$ cat config.mk
export PLATFORM = sky130hd
export DESIGN_NAME = alu_operand_stage
export DESIGN_NICKNAME = d
export VERILOG_FILES = /design/src/rtl/alu_operand_stage.sv
export SDC_FILE = /design/constraint.sdc
export NUM_CORES = 1
export LEC_CHECK = 0
export BUFFER_PORTS_ARGS = -buffer_cell sky130_fd_sc_hd__buf_2
export CAP_MARGIN = 10
export CORE_UTILIZATION = 35
export DETAILED_ROUTE_END_ITERATION = 16
export GPL_ROUTABILITY_DRIVEN = 0
export PLACE_DENSITY = 0.72
export SLEW_MARGIN = 25
export SYNTH_ARGS = -nofsm -noshare
export SYNTH_HDL_FRONTEND = slang
export SYNTH_SLANG_ARGS = --single-unit
export TNS_END_PERCENT = 1
$ cat constraint.sdc
create_clock -name clk -period 2.25 [get_ports clk]
set_input_delay 0.45 -clock clk [delete_from_list [all_inputs] [get_ports clk]]
set_output_delay 0.45 -clock clk [all_outputs]
set_load 0.005 [all_outputs]
$ cat src/rtl/alu_operand_stage.sv
// alu_operand_stage
// -----------------
// Decode-to-execute pipeline register that sits directly in front of the ALU.
// It holds one decoded instruction and presents both ALU operands, the ALU
// operation and the destination register. Operand A is rs1 or the PC, and
// operand B is rs2 or the immediate. The handshake is valid/ready with a
// single entry and no skid buffer, so in_ready is combinational.
//
// Build option: define WB_FORWARD_EN to enable writeback forwarding. With it
// defined, a writeback that targets a source register replaces the register
// file data at capture time. It also updates a register operand in place while
// the entry is stalled. Without it, the wb_* ports are ignored, and decode must
// stall on hazards.
//
// Ports
//   clk, rst                      clock (rising edge), async active-high reset
//   in_valid / in_ready           upstream handshake
//   in_aluop, in_rd_addr          decoded operation and destination register
//   in_rs1_addr/data, in_rs2_addr/data   source register addresses and RF data
//   in_pc, in_imm                 instruction PC and sign-extended immediate
//   in_sel_a, in_sel_b            operand selects (0 = register, 1 = PC/imm)
//   flush                         drop held and incoming instruction
//   wb_valid, wb_rd, wb_data      writeback snoop port
//   out_valid / out_ready         downstream handshake
//   alumux1_out, alumux2_out      registered ALU operands A and B
//   aluop, out_rd_addr            registered operation and destination
module alu_operand_stage #(
  parameter int XLEN     = 32,
  parameter int OP_WIDTH = 4,
  parameter int REG_AW   = 5
) (
  input  logic                clk,
  input  logic                rst,
  input  logic                in_valid,
  output logic                in_ready,
  input  logic [OP_WIDTH-1:0] in_aluop,
  input  logic [REG_AW-1:0]   in_rs1_addr,
  input  logic [REG_AW-1:0]   in_rs2_addr,
  input  logic [XLEN-1:0]     in_rs1_data,
  input  logic [XLEN-1:0]     in_rs2_data,
  input  logic [XLEN-1:0]     in_pc,
  input  logic [XLEN-1:0]     in_imm,
  input  logic                in_sel_a,
  input  logic                in_sel_b,
  input  logic [REG_AW-1:0]   in_rd_addr,
  input  logic                flush,
  input  logic                wb_valid,
  input  logic [REG_AW-1:0]   wb_rd,
  input  logic [XLEN-1:0]     wb_data,
  output logic                out_valid,
  input  logic                out_ready,
  output logic [XLEN-1:0]     alumux1_out,
  output logic [XLEN-1:0]     alumux2_out,
  output logic [OP_WIDTH-1:0] aluop,
  output logic [REG_AW-1:0]   out_rd_addr
);

`ifdef WB_FORWARD_EN
  localparam bit FWD_EN = 1'b1;
`else
  localparam bit FWD_EN = 1'b0;
`endif

  // Held copies of the source addresses and selects. The snoop logic uses them
  // to decide whether a stalled register operand must follow a writeback.
  logic [REG_AW-1:0] rs1_q, rs2_q;
  logic              sel_a_q, sel_b_q;

  logic              capture;
  logic              consume;
  logic              wb_hit_in1, wb_hit_in2;
  logic              wb_hit_q1, wb_hit_q2;
  logic [XLEN-1:0]   fwd1, fwd2;

  assign in_ready = !out_valid || out_ready;
  assign capture  = in_valid && in_ready && !flush;
  assign consume  = out_valid && out_ready;

  // x0 is hardwired to zero, so a writeback to it is never forwarded.
  assign wb_hit_in1 = FWD_EN && wb_valid && (wb_rd == in_rs1_addr) && (in_rs1_addr != '0);
  assign wb_hit_in2 = FWD_EN && wb_valid && (wb_rd == in_rs2_addr) && (in_rs2_addr != '0);
  assign fwd1       = wb_hit_in1 ? wb_data : in_rs1_data;
  assign fwd2       = wb_hit_in2 ? wb_data : in_rs2_data;

  // A held operand follows a writeback only if it came from a register.
  // PC and immediate operands are never overwritten.
  assign wb_hit_q1 = FWD_EN && wb_valid && (wb_rd == rs1_q) && (rs1_q != '0) && !sel_a_q;
  assign wb_hit_q2 = FWD_EN && wb_valid && (wb_rd == rs2_q) && (rs2_q != '0) && !sel_b_q;

  // NOTE: sequential state is assigned with non-blocking (<=) so every
  // register samples pre-edge values regardless of statement order.
  always_ff @(posedge clk or posedge rst) begin
    if (rst) begin
      out_valid   <= 1'b0;
      alumux1_out <= '0;
      alumux2_out <= '0;
      aluop       <= '0;
      out_rd_addr <= '0;
      rs1_q       <= '0;
      rs2_q       <= '0;
      sel_a_q     <= 1'b0;
      sel_b_q     <= 1'b0;
    end else if (flush) begin
      // Flush wins over capture, consume and snoop. The data registers keep
      // whatever they hold, because out_valid masks them.
      out_valid <= 1'b0;
    end else if (capture) begin
      // A capture covers both the empty case and the back-to-back case
      // (consume and refill in the same cycle).
      out_valid   <= 1'b1;
      alumux1_out <= in_sel_a ? in_pc  : fwd1;
      alumux2_out <= in_sel_b ? in_imm : fwd2;
      aluop       <= in_aluop;
      out_rd_addr <= in_rd_addr;
      rs1_q       <= in_rs1_addr;
      rs2_q       <= in_rs2_addr;
      sel_a_q     <= in_sel_a;
      sel_b_q     <= in_sel_b;
    end else if (consume) begin
      out_valid <= 1'b0;
    end else if (out_valid) begin
      // Stalled: keep operands current with writebacks that land meanwhile.
      if (wb_hit_q1) alumux1_out <= wb_data;
      if (wb_hit_q2) alumux2_out <= wb_data;
    end
  end

endmodule

==> flow_summary.ini, run 1 <==
[power]
combinationalPowerShare_pct = 26.3
switching_share_pct = 24.5
p_per_area_mw_per_mm2 = 746
p_leak_nw = 2.69
peakVddDrop_mv = 0.346
seqPwrFrac_pct = 43.4
cell_internal_pwr_mw = 2.99
switching_power_mw = 0.972
clockPowerShare_pct = 30.3

[sta]
fin_setup_tns_ns = 0
fin_crit_ns = 1.61
relSlewSlack_pct = 65.3
rsz0062_at_grt = no
post-route-period-util_pct = 71.6
whs_ns = 0.206
hold_viol_final = 0
worst_slew_pin_slew_ns = 0.520
clock_skew_ns = 0.00718
finalMaxSlewViolations = 0
setup_viol = 0
clock.fmax_mhz = 621
timing.final.ws_setup_ns = 0.640

[cts]
post_cts_buffers = 0
root_buffer = clkbuf_8
cts.path.max_buffers = 2
cts_tree = yes
cts_sinks = 74
path_clk_slew_ns = 0.08
htreeDepth = 3
clock_latency_ns = 0.34
cts_buffers = 9
post_cts_resize_count = 0
cts-hold-fix-buffers = 0

[synthesis]
synth-seq-cells = 74
synth_fp_nets = 425
synth_xor_area_share_pct = 0
synth_top_family_by_area = multiplexers
synth-compound-area-share_pct = 0
postSynthCellCount = 233
yosysWarningCount = 0
synth-adder-area-share_pct = 0
synth.avg_cell_area_sq_um = 16.9
yosysSeqAreaShare_pct = 47.1
synth-simple-area-share_pct = 0.860
muxShareOfSynthArea_pct = 46.0
synth_cell_types = 11
syn_area_sq_mm = 0.00393

[critical_path]
reg2reg_depth = 4
rr_endpoint = alumux1_out[23]
cpPeakStageDelay_ns = 0.38
critPathMaxFanout = 41
ff2ff_setup_slack_ns = 0.64
start_kind = flip-flop
critPathArrivalTime_ns = 1.83
timing.rr.start = out_valid
path_cells = nor2b_4, nor3b_4, buf_12, mux2_4
slowest_stage = dfrtp_1
path_class = flip-flop to flip-flop
required_ns = 2.47
cp-end-kind = flip-flop

[grt]
first_global_vias = 2826
grt_max_degree = 43
antenna_found_initial = 0
gr-total-overflow = 0
grt_pass1_wl_mm = 13.1
grt.total_usage_pct = 14.6

[detailed_routing]
routed_via_density = 4.57
firstDrtPassIters = 4
drc = 0
drt_iter0_drc = 44
ant_nets = 0
routed-via-count = 2731
routed_wl_mm = 8.26
wl_per_cell_microns = 13.8

[min_path]
worstHoldPathType = primary input to asynchronous set/reset pin

[place]
place_ws_ns = 0.517
dp_hpwl_mm = 6.14
io_buffers = 218

[floorplanning]
start_util_pct = 36.1
die_area_sq_mm = 0.0116
num_io_pins = 267
rows = 38
die_y_microns = 108
core_region_area_sq_mm = 0.0109
die_w_microns = 108

[cells_and_area]
drive_gt1_share_pct = 81.0
area_growth_pct = 35.1
diodes = 0
finalNetCount = 644

[status]
outcome = finished clean

[flow_run]
cap_violations = 0
[layout make-up]
type | count | area, sq um
Tap cell | 140 | 175
Inverter | 2 | 11.3
Multi-Input combinational cell | 141 | 1850
Sequential cell | 74 | 1850
Timing Repair Buffer | 224 | 1190
Clock inverter | 4 | 72.6
Fill cell | 969 | 5580
Clock buffer | 12 | 165
[per-stage QoR]
stage,cell area [sq um],cells,util (%),total power [mW]
after floorplan,3930,233,-,2.35
after global placement,5070,581,46.6,2.77
after CTS,5310,597,48.7,4.03
after global routing,5310,597,48.7,4.19
after detailed placement,5070,581,46.6,2.79
final,5310,597,48.7,3.96
[flip-flops by register name (all words and copies together) (netlist names)]
name and cells:
aluop 4, out_valid 1, alumux2_out 32, alumux1_out 32, out_rd_addr 5
[power by group through the flow]
stage	registers [mW]	clock network (mW)	logic, mW
floorplan	1.76	0	0.590
global placement	1.73	0	1.03
detailed placement	1.73	0	1.06
CTS	1.72	1.25	1.06
global route	1.75	1.31	1.13
finish	1.72	1.20	1.04
[cell usage in the layout, fill, tap and decap left out]
master / count
mux2_2: 57
dfrtp_1: 74
buf_4: 2
mux2_4: 70
nor3b_4: 1
inv_1: 1
clkinv_2: 1
clkbuf_8: 12
mux2_1: 10
nor2_1: 2
buf_2: 218
nor2b_4: 1
clkinvlp_4: 2
bufinv_16: 2
buf_12: 4
[synth_stat cells (all sizes together)]
cell | count | area share [%]
inv | 2 | 0.19
nor3b | 1 | 0.32
nor2 | 2 | 0.19
dfrtp | 74 | 47
nor2b | 1 | 0.35
mux2 | 137 | 46
buf | 16 | 5.8
[worst max-delay path, delay by kind of cell, from the launching register on]
kind,cells,cell delay (ns)
mux,1,0.33
flops,1,0.38
simple gates,2,0.42
buf+inv,1,0.32
[cell families after synthesis]
logic type / Yosys count
buffers and inverters: 18
flip-flops: 74
multiplexers: 137
AND/OR/NAND/NOR: 4
[layer usage]
metal / vias to the layer above / track usage (%) / share of wire (%)
met1: 1317 / 18.1 / 43
met4: 0 / 5.87 / 1.4
met5: - / 0 / 0
met2: 136 / 24.4 / 49
li1: 1268 / - / -
met3: 10 / 3.44 / 6.4
[worst max-delay path by stage]
stage                   start               to  slack, ns  depth (start not counted)
floorplan           out_valid   alumux1_out[0]       0.80                          5
global placement    out_ready  alumux1_out[16]       0.54                          5
detailed placement   in_sel_b  alumux2_out[23]       0.52                          4
CTS                 out_valid         aluop[1]       0.63                          4
global route        out_valid  alumux1_out[23]       0.58                          4
finish              out_valid  alumux1_out[23]       0.64                          4
No activity file was read; power rests on OpenSTA's default activity.
==> inputs of run 2 (changes only) <==
- PLACE_DENSITY: 0.72 -> 0.69
- clock period: 2.25 -> 1.6 ns (I/O delays scaled with it)
==> run 2 against run 1 <==
Clock skew increased by 0.0020 ns. Sequential share of layout area decreased by 0.057 points. First-iteration DRC count is 59% higher. Clock power about the same. Non-clock buffer count is 10 higher. Critical path depth up 1. Cell area grew 0.17%. Power is 28% higher. Register-to-register slack lost 0.60 ns.
==> flow_summary.ini, run 2 (synthesized netlist as in run 1, its figures left out) <==
[detailed_routing]
routed_wl_mm = 8.16
routed_via_density = 4.37
routed-via-count = 2649
wl_per_cell_microns = 13.5
drc = 0
drt_iter0_drc = 70
ant_nets = 0
firstDrtPassIters = 4

[cts]
post_cts_buffers = 0
cts_tree = yes
htreeDepth = 3
path_clk_slew_ns = 0.07
cts.path.max_buffers = 2
cts_buffers = 9
cts_sinks = 74
root_buffer = clkbuf_8
clock_latency_ns = 0.33

[cells_and_area]
area_growth_pct = 35.4
drive_gt1_share_pct = 80.9
reg.largest.list = alumux1_out x32, alumux2_out x32, out_rd_addr x5
final_common_cell = buf_2
finalNetCount = 654
fillers = 991
final_cell_mix = buf_2, dfrtp_1, mux2_4
diodes = 0

[sta]
setup_viol = 0
timing.final.ws_setup_ns = 0.0377
relSlewSlack_pct = 66.8
whs_ns = 0.0194
worst_slew_pin_slew_ns = 0.498
hold_viol_final = 0
clock_skew_ns = 0.00921
clock.fmax_mhz = 640
fin_crit_ns = 1.56
finalMaxSlewViolations = 0
post-route-period-util_pct = 97.6
rsz0062_at_grt = yes
fin_setup_tns_ns = 0

[critical_path]
path_class = flip-flop to flip-flop
critPathArrivalTime_ns = 1.77
required_ns = 1.81
critPathMaxFanout = 15
start_kind = flip-flop
crit_path_start = out_valid
cp-end-kind = flip-flop
timing.rr.start = out_valid

[grt]
grt_max_degree = 40
gr-total-overflow = 0
grt.total_usage_pct = 14.4
grt_pass1_wl_mm = 13.1
first_global_vias = 2755
antenna_found_initial = 0

[place]
place_ws_ns = 0.00326
io_buffers = 218
dp_hpwl_mm = 6.27

[flow_run]
cap_violations = 0

[floorplanning]
rows = 38
die_area_sq_mm = 0.0116
die_w_microns = 108
core_region_area_sq_mm = 0.0109
die_y_microns = 108
start_util_pct = 36.1
num_io_pins = 267

[min_path]
worstHoldPathType = primary input to asynchronous set/reset pin

[power]
p_per_area_mw_per_mm2 = 954
peakVddDrop_mv = 0.426
p_leak_nw = 2.71

[status]
outcome = finished clean
[run 2: cell types whose count changed in the layout (fill, tap and decap cells not counted)]
cell        change
buf_12          +1
buf_4           +7
buf_6           +2
bufinv_16       -2
clkbuf_1        +2
clkbuf_8        -3
clkinv_2        +3
clkinvlp_4      -1
[run 2: timing repair]
action                     CTS  global route
gates resized for setup      0             2
hold buffers                 0             0
setup endpoints to repair    0            36
[run 2: path summary, 6_finish.rpt]
check / end / cells after the start / slack (ns)
setup / recovery: alumux1_out[25] / 5 / 0.04
min in group clk: out_valid / 2 / 0.19
hold reg to reg: alumux2_out[19] / 1 / 0.51
max in group asynchronous: alumux1_out[25] / 3 / 1.08
hold / removal: alumux2_out[24] / 3 / 0.02
setup reg to reg: alumux1_out[25] / 5 / 0.04
[run 2: critical path, stage by stage, from the launching register on]
cell	delay, ns
dfrtp_1	0.39
nor2b_4	0.15
nor3b_4	0.22
buf_6	0.19
buf_12	0.18
mux2_4	0.30
[run 2: through the flow]
stage / std cells / total power, mW / utilization, % / cell area (sq um)
after floorplan: 233 / 3.30 / - / 3930
after global placement: 591 / 3.91 / 47.4 / 5160
after CTS: 606 / 5.18 / 48.8 / 5310
after global routing: 606 / 5.41 / 48.8 / 5320
after detailed placement: 591 / 3.95 / 47.4 / 5160
final: 606 / 5.07 / 48.8 / 5320
[run 2: final cells by class]
cell class                      count  area [sq um]  area share (%)
Multi-Input combinational cell    141          1850            34.7
Sequential cell                    74          1850            34.8
Tap cell                          140           175            3.29
Clock inverter                      4          20.0           0.377
Clock buffer                       11           131            2.47
Inverter                            2          11.3           0.212
Timing Repair Buffer              234          1280            24.1
[run 2: where the power goes]
group	internal [mW]	total (mW)	switching, mW
sequential	2.23	2.42	0.194
combinational	0.990	1.48	0.486
clock	0.545	1.18	0.631
total	3.76	5.07	1.31
[run 2: routing by layer]
| metal | vias to the layer above | GRT usage (%) | wire length, microns |
|---|---|---|---|
| li1 | 1284 | - | - |
| met5 | - | 0 | 0 |
| met3 | 11 | 3.25 | 635 |
| met4 | 0 | 6.65 | 147 |
| met2 | 129 | 23.5 | 3830 |
| met1 | 1225 | 18.3 | 3550 |
==> inputs of run 3 (changes only) <==
- ABC_AREA: not set -> 1
- CTS_CLUSTER_DIAMETER: not set -> 100
- PLACE_DENSITY: 0.69 -> 0.7
==> run 3 against run 2 <==
Synthesized cell count grew 130%. Worst setup slack better by 0.060 ns. First-iteration DRC count rose to 2.8 times the previous value. Power decreased by 6.6%. Largest cell class unchanged. Largest power group unchanged. Highest routed layer unchanged.
==> flow_summary.ini, run 3 <==
[cells_and_area]
finalNetCount = 926
final_common_cell = nand2_1
area_growth_pct = 35.7
final_cell_mix = nand2_1, buf_2, dfrtp_1
reg.largest.list = alumux1_out x32, alumux2_out x32, out_rd_addr x5
seq_area_sq_mm = 0.00185
diodes = 0
drive_gt1_share_pct = 34.6
multi_input_area_sq_mm = 0.00147
stdcell_area_sq_mm = 0.00515
fillers = 1043

[grt]
gr-total-overflow = 0
grt_max_degree = 75
grt_pass1_wl_mm = 15.2
antenna_found_initial = 0
grt.total_usage_pct = 16.8
first_global_vias = 3517

[critical_path]
critPathArrivalTime_ns = 1.18
required_ns = 1.28
start_kind = flip-flop
critPathMaxFanout = 11
cp-end-kind = output pin
path_class = flip-flop to output pin

[cts]
cts_buffers = 9
htreeDepth = 3
cts.path.max_buffers = 2
cts-hold-fix-buffers = 0
root_buffer = clkbuf_8
post_cts_resize_count = 0
clock_latency_ns = 0.33
path_clk_slew_ns = 0.07
cts_tree = yes
post_cts_buffers = 0
cts_sinks = 74

[sta]
worst_slew_pin_slew_ns = 0.889
setup_viol = 0
whs_ns = 0.0765
finalMaxSlewViolations = 0
rsz0062_at_grt = no
hold_viol_final = 0
clock_skew_ns = 0.00411
fin_setup_tns_ns = 0
clock.fmax_mhz = 666
relSlewSlack_pct = 40.7
timing.final.ws_setup_ns = 0.0977
post-route-period-util_pct = 93.9
fin_crit_ns = 1.50

[synthesis]
synth_cell_types = 13
synthTopCellsByArea = dfrtp_1, nand2_1, o21ai_0
syn_area_sq_mm = 0.00380
synth.avg_cell_area_sq_um = 7.23
yosysTopAreaCellShare_pct = 48.8
synth-seq-cells = 74
synth_top_cells_by_count = nand2_1, dfrtp_1, inv_1, o21ai_0, buf_6
post-synth-top-count-cell = nand2_1
yosys.area.top_type = dfrtp_1
yosysSeqAreaShare_pct = 48.8
async_reset_ff_share_pct = 100
synth_fp_nets = 717
yosysWarningCount = 0
synth_flop_cell = dfrtp_1
synth_edf_count = 0
postSynthCellCount = 525

[place]
dp_hpwl_mm = 6.96
place_ws_ns = 0.0396
io_buffers = 218
place_area_sq_mm = 0.00497

[detailed_routing]
drc = 0
routed_via_density = 4.35
ant_nets = 0
routed_wl_mm = 9.30
wl_per_cell_microns = 10.6
firstDrtPassIters = 4
drt_iter0_drc = 195
routed-via-count = 3804

[floorplanning]
num_io_pins = 267
die_area_sq_mm = 0.0113
die_w_microns = 106
rows = 37
start_util_pct = 36.4
core_region_area_sq_mm = 0.0104
die_y_microns = 106

[min_path]
worstHoldPathType = primary input to asynchronous set/reset pin

[status]
outcome = finished clean

[power]
p_total_mw = 4.74
p_per_area_mw_per_mm2 = 920
p_leak_nw = 3.21
peakVddDrop_mv = 0.502

[flow_run]
cap_violations = 0
==> run 3: changes by cell type after synthesis, sizes merged <==
cell and delta:
nand3 +9, inv +67, nor2 +1, o21ai +65, clkbuf +6, buf +6
nor2b -1, nor3b -1, mux2 -137, nand2 +277
==> run 3: through the flow <==
step | utilization, % | cells
3_5_place_dp | 47.7 | 859
3_3_place_gp | 47.7 | 859
2_1_floorplan | - | 525
5_1_grt | 49.5 | 875
4_1_cts | 49.5 | 875
6_report | 49.5 | 875
==> run 3: area by class of cell <==
class,count,share of cell area (%)
clock inverter,2,0.194
clock buffer,14,3.35
sequential,74,35.9
timing repair buffer,226,23.6
multi-input combinational,354,28.6
inverter,69,5.10
tap,136,3.30
==> run 3: cells by family (layout without fill, tap and decap cells) <==
family,Yosys count,count (layout),synth area share (%)
AOI/OAI and AO/OA,65,65,8.57
buffers and inverters,97,311,12.5
and+or+nand+nor,289,289,30.2
DFF,74,74,48.8
==> run 3: critical path, stage by stage, from the launching register on <==
cell and delay (ns):
dfrtp_1 0.40, nand2_1 0.13, buf_4 0.19, buf_2 0.13
==> run 3: final timing paths <==
check                           startpoint               to  slack (ns)  cells past startpoint
hold reg to reg            alumux1_out[19]  alumux1_out[19]        0.48                      2
max in group asynchronous              rst  alumux2_out[10]        1.20                      3
setup reg to reg                 out_valid  alumux1_out[27]        0.41                      6
min in group clk               in_aluop[2]         aluop[2]        0.22                      3
hold / removal                         rst   alumux1_out[8]        0.08                      3
setup / recovery                 out_valid         in_ready         0.1                      3
==> run 3: where the power goes <==
group | leakage [nW] | internal (mW) | switching, mW
sequential | 0.926 | 2.16 | 0.158
combinational | 2.18 | 0.534 | 0.565
clock | 0.0965 | 0.688 | 0.636
total | 3.21 | 3.38 | 1.36
==> run 3: per-layer routing <==
| metal | global-route usage (%) | share of wire [%] | vias up |
|---|---|---|---|
| li1 | - | - | 1977 |
| met2 | 30.7 | 50 | 132 |
| met4 | 5.16 | 0.88 | 0 |
| met3 | 4.23 | 6.6 | 8 |
| met5 | 0 | 0 | - |
| met1 | 19.0 | 43 | 1687 |
